File: config.mk
export PLATFORM = sky130hd
export DESIGN_NAME = multicycle_sequencer
export DESIGN_NICKNAME = d
export VERILOG_FILES = /design/src/rtl/multicycle_sequencer.sv
export SDC_FILE = /design/constraint.sdc
export NUM_CORES = 1
export LEC_CHECK = 0
export BUFFER_PORTS_ARGS = -buffer_cell sky130_fd_sc_hd__buf_2
export CORE_AREA = 4 4 74 76
export DETAILED_ROUTE_END_ITERATION = 10
export DIE_AREA = 0 0 78 80
export GPL_TIMING_DRIVEN = 0
export RECOVER_POWER = 100
export SETUP_SLACK_MARGIN = 0.4
export SLEW_MARGIN = 20
export SYNTH_ARGS = -nofsm -noshare
export SYNTH_HDL_FRONTEND = slang
export SYNTH_SLANG_ARGS = --single-unit
export TNS_END_PERCENT = 100
File: constraint.sdc
create_clock -name clk -period 2.7 [get_ports clk]
set_input_delay 0.27 -clock clk [delete_from_list [all_inputs] [get_ports clk]]
set_output_delay 0.27 -clock clk [all_outputs]
set_load 0.05 [all_outputs]
File: src/rtl/multicycle_sequencer.sv
// Multi-cycle control FSM: FETCH/DECODE/EXEC/MEM/WB with per-state datapath strobes
// and a req/ready memory handshake. Outputs are combinational from state and inputs.
module multicycle_sequencer #(
  parameter int RETIRE_W = 16
) (
  input  logic                clk,
  input  logic                rst,
  input  logic [15:0]         instr,
  input  logic                alu_zero,
  input  logic                mem_ready,
  output logic                mem_req,
  output logic                mem_we,
  output logic                mem_addr_sel,
  output logic                ir_write,
  output logic                pc_write,
  output logic [1:0]          pc_src,
  output logic                alu_src_b,
  output logic [3:0]          alu_op,
  output logic                reg_write,
  output logic                reg_dst,
  output logic                wb_sel,
  output logic                instr_done,
  output logic                illegal,
  output logic [RETIRE_W-1:0] retired,
  output logic [2:0]          state
);

  typedef enum logic [2:0] {
    S_FETCH  = 3'd0,
    S_DECODE = 3'd1,
    S_EXEC   = 3'd2,
    S_MEM    = 3'd3,
    S_WB     = 3'd4
  } state_t;

  state_t                r_state, w_next;
  logic [RETIRE_W-1:0]   r_retired;
  logic [3:0]            w_op, w_fn;
  logic                  w_is_r, w_is_lw, w_is_sw, w_is_addi, w_is_beq, w_is_bne, w_is_jmp;
  logic                  w_illegal, w_taken;

  assign w_op      = instr[15:12];
  assign w_fn      = instr[3:0];
  assign w_is_r    = (w_op == 4'd0) && (w_fn <= 4'd3);
  assign w_is_lw   = (w_op == 4'd1);
  assign w_is_sw   = (w_op == 4'd2);
  assign w_is_addi = (w_op == 4'd3);
  assign w_is_beq  = (w_op == 4'd4);
  assign w_is_bne  = (w_op == 4'd5);
  assign w_is_jmp  = (w_op == 4'd6);
  assign w_illegal = (w_op > 4'd6) || ((w_op == 4'd0) && (w_fn > 4'd3));
  assign w_taken   = (w_is_beq && alu_zero) || (w_is_bne && !alu_zero);

  always_ff @(posedge clk) begin
    if (rst) r_state <= S_FETCH;
    else     r_state <= w_next;
  end

  always_ff @(posedge clk) begin
    if (rst)             r_retired <= '0;
    else if (instr_done) r_retired <= r_retired + 1'b1;
  end

  always_comb begin
    w_next = r_state;
    case (r_state)
      S_FETCH:  if (mem_ready) w_next = S_DECODE;
      S_DECODE: w_next = (w_is_jmp || w_illegal) ? S_FETCH : S_EXEC;
      S_EXEC: begin
        if (w_is_lw || w_is_sw)        w_next = S_MEM;
        else if (w_is_r || w_is_addi)  w_next = S_WB;
        else                           w_next = S_FETCH;
      end
      S_MEM:    if (mem_ready) w_next = w_is_lw ? S_WB : S_FETCH;
      S_WB:     w_next = S_FETCH;
      default:  w_next = S_FETCH;
    endcase
  end

  // Everything, including state and retired, reads as zero while reset is held.
  always_comb begin
    mem_req      = 1'b0;
    mem_we       = 1'b0;
    mem_addr_sel = 1'b0;
    ir_write     = 1'b0;
    pc_write     = 1'b0;
    pc_src       = 2'b00;
    alu_src_b    = 1'b0;
    alu_op       = 4'b0000;
    reg_write    = 1'b0;
    reg_dst      = 1'b0;
    wb_sel       = 1'b0;
    instr_done   = 1'b0;
    illegal      = 1'b0;
    state        = rst ? 3'd0 : r_state;
    retired      = rst ? '0 : r_retired;
    if (!rst) begin
      case (r_state)
        S_FETCH: begin
          mem_req  = 1'b1;
          ir_write = mem_ready;
          pc_write = mem_ready;
        end
        S_DECODE: begin
          if (w_is_jmp) begin
            pc_write   = 1'b1;
            pc_src     = 2'b10;
            instr_done = 1'b1;
          end else if (w_illegal) begin
            illegal    = 1'b1;
            instr_done = 1'b1;
          end
        end
        S_EXEC: begin
          if (w_is_r)                   alu_op = w_fn;
          else if (w_is_beq || w_is_bne) alu_op = 4'b0001;
          alu_src_b  = w_is_lw || w_is_sw || w_is_addi;
          pc_write   = w_taken;
          pc_src     = w_taken ? 2'b01 : 2'b00;
          instr_done = w_is_beq || w_is_bne;
        end
        S_MEM: begin
          mem_req      = 1'b1;
          mem_addr_sel = 1'b1;
          mem_we       = w_is_sw;
          instr_done   = w_is_sw && mem_ready;
        end
        S_WB: begin
          reg_write  = 1'b1;
          reg_dst    = w_is_r;
          wb_sel     = w_is_lw;
          instr_done = 1'b1;
        end
        default: ;
      endcase
    end
  end

endmodule

==> impl_metrics.py <==
metrics = {
    "run_status": {
        "run_status": "finished, final reports clean",
    },
    "synth": {
        "synth_top_cell_area_share_pct": 27.2,
        "synth_cells": 186,
        "syn-cell-area_um2": 1400,
        "yosysTopAreaCell": "dfxtp_1",
        "synthFlopType": "dfxtp_1",
        "synth.avg_cell_area_um2": 7.53,
        "synth_edf_count": 0,
        "synth_cell_types": 46,
        "synthArstFlopShare_pct": 0,
        "yosys-top-cells-area": "dfxtp_1 (27%), nor2b_1 (8.0%), nor2_1 (5.6%)",
        "yosysWarningCount": 0,
        "yosysSeqAreaShare_pct": 27.2,
        "synth-seq-cells": 19,
    },
    "setup_path": {
        "path_delay_family": "buffers and inverters",
        "rrSetupSlack_ns": 0.62,
        "cp_slowest_stage_delay_ns": 0.50,
        "cp-start-kind": "register",
        "cp_cell_sequence": "clkbuf_2 -> nor2b_1 -> nand4_1 -> nor2_1 -> clkbuf_1",
        "cp.arrival_ns": 2.07,
        "reg2reg_from": "r_state[1]",
        "crit_fanout": 10,
        "crit_buf_inv": 2,
        "path_class": "register to output port",
        "rr_worst_depth": 6,
        "cp-end-kind": "output port",
        "crit_path_top_delay_cell": "clkbuf_1",
        "rr_endpoint": "r_retired[8]",
        "crit_required_ns": 2.43,
    },
    "detailed_routing": {
        "drt_iter0_markers": 54,
        "drt_drc_violations_left": 0,
        "antenna_left": 0,
        "wl_um": 3980,
        "vias": 1492,
        "post_drt_wl_per_cell_um": 13.1,
        "via_per_inst": 4.91,
        "firstDrtPassIters": 4,
    },
    "layout": {
        "layout-drive-gt1-share_pct": 16.9,
        "n_antenna_cell": 0,
        "fin_nets": 259,
        "final_cell_mix": "clkbuf_1 (36), nor2_1 (19), dfxtp_1 (19), nor2b_1 (18)",
        "final_core_util_pct": 37.7,
        "area_delta_synth_final_pct": 27.3,
        "mostFrequentLayoutCell": "clkbuf_1",
    },
    "die": {
        "rows": 25,
        "coreArea_um2": 4720,
        "io-pin-count": 56,
        "initial_utilization_pct": 29.6,
        "die_height_um": 80,
        "fp.dieArea_um2": 6240,
        "fp.dieW_um": 78,
    },
    "placement": {
        "place_hpwl_um": 3060,
        "numPortBuffers": 44,
        "gp_congestion": 0.843,
    },
    "clock_tree": {
        "cts_buffers": 3,
        "cts_tree": "built",
        "cts_max_level": 1,
        "cts_root_buf": "clkbuf_8",
        "cts.sinks": 19,
        "ctsHoldBuffers": 0,
        "ctsLongestPathBuffers": 2,
        "clk_latency_ns": 0.26,
        "clkTransAtPathRegs_ns": 0.08,
    },
    "global_route": {
        "antenna_found_initial": 0,
        "grt_pass1_vias": 1446,
        "grt_usage_pct": 13.2,
        "grt_pass1_wl_um": 6780,
        "grt-ovfl-total": 0,
        "grt_max_degree": 11,
    },
    "sta": {
        "clock_skew_ns": 0.00473,
        "fin_crit_sh_pct": 86.5,
        "tightest_slew_ns": 0.627,
        "setup_viol": 0,
        "maxSlewViolCount": 0,
        "max_freq_mhz": 428,
        "hold_violations": 0,
        "max_slew_margin_pct": 58.4,
        "setup_tns_ns": 0,
        "rsz0062_at_grt": "false",
        "period_minus_slack_ns": 2.34,
    },
    "power": {
        "powerDensity_nw_per_um2": 355,
        "leakage_nw": 0.651,
        "ir_worst_vdd_mv": 0.189,
    },
    "worst_hold_path": {
        "hold_depth": 3,
        "min_to": "r_retired[3]",
        "min_from": "rst",
        "min_path_type": "input pin to register",
    },
    "run": {
        "drv_cap": 0,
    },
}
## cell usage after synthesis (all sizes together), types with 3 or more instances
cell and instances:
dfxtp 19, o21ai 4, or3 3, nand2b 3
or4 8, a21oi 9, nor4 4, inv 6
buf 7, nand4 3, nor2b 18, nand3 5
nand2 15, and2 3, clkbuf 6, o31ai 8
nor3 9, nor2 21, nor3b 5, mux2 5
and3 3
## timing repair
item | CTS | global route
setup buffers | 0 | 2
pin swaps | 0 | 3
setup endpoints to repair | 4 | 6
gates resized for setup | 6 | 10
## metal layers
| metal | up-vias | routed length [um] | track usage (%) |
|---|---|---|---|
| li1 | 766 | - | - |
| met1 | 673 | 1910 | 18.2 |
| met2 | 49 | 1780 | 21.3 |
| met3 | 4 | 253 | 2.14 |
| met4 | 0 | 27 | 3.15 |
| met5 | - | 0 | 0 |
## cell type report
class                           instances  area [um^2]
Inverter                                6         22.5
Clock buffer                            4         45.0
Fill cell                             513         2940
Buffer                                 13         82.6
Tap cell                               67         83.8
Multi-Input combinational cell        149          967
Timing Repair Buffer                   46          200
Sequential cell                        19          380
## where the power goes
group,leakage (nW),internal (mW),switching [mW]
combinational,0.474,0.0443,0.0960
sequential,0.153,0.284,0.00445
clock,0.0228,0.105,0.0990
total,0.651,0.433,0.199
## registers in the layout, summed over array words and instances, names as in the netlist
signal,count
r_state,3
r_retired,16
## worst max-delay path by stage
stage,start,end,slack (ns),depth (start not counted)
6_report,r_state[1],pc_src[0],0.36,5
2_1_floorplan,r_state[1],instr_done,0.46,6
3_3_place_gp,r_state[0],instr_done,0.27,7
4_1_cts,r_state[1],instr_done,0.37,7
3_5_place_dp,r_state[0],instr_done,0.28,7
5_1_grt,r_state[1],pc_src[0],0.23,5
## worst register-to-register path, cell delays in order (launching register included)
cell and delay (ns):
dfxtp_1 0.47, nand3b_1 0.16, a2111oi_4 0.39, o31ai_1 0.17, clkbuf_1 0.16, or4_1 0.51
a21oi_1 0.15
## stage by stage
step	hold WS, ns	cells	setup slack (ns)	instance area [um^2]	power (mW)
final	0.347	304	0.364	1780	0.632
after global routing	0.374	304	0.233	1780	0.660
after CTS	0.356	302	0.369	1810	0.640
after detailed placement	0.466	298	0.282	1740	0.431
after global placement	0.460	298	0.266	1740	0.430
after floorplan	0.441	187	0.457	1440	0.393
## kinds of logic after synthesis
group / count (synthesis) / synth area share (%)
multiplexers: 7 / 5.45
AND/OR/NAND/NOR: 105 / 41.2
flip-flops: 19 / 27.2
XOR/XNOR: 2 / 1.25
adder cells (fa/ha/maj): 1 / 0.894
other: 1 / 0.268
AO/OA/AOI/OAI: 32 / 16.9
buffers and inverters: 19 / 6.88
Note: power is estimated with default switching activity, not from simulation.
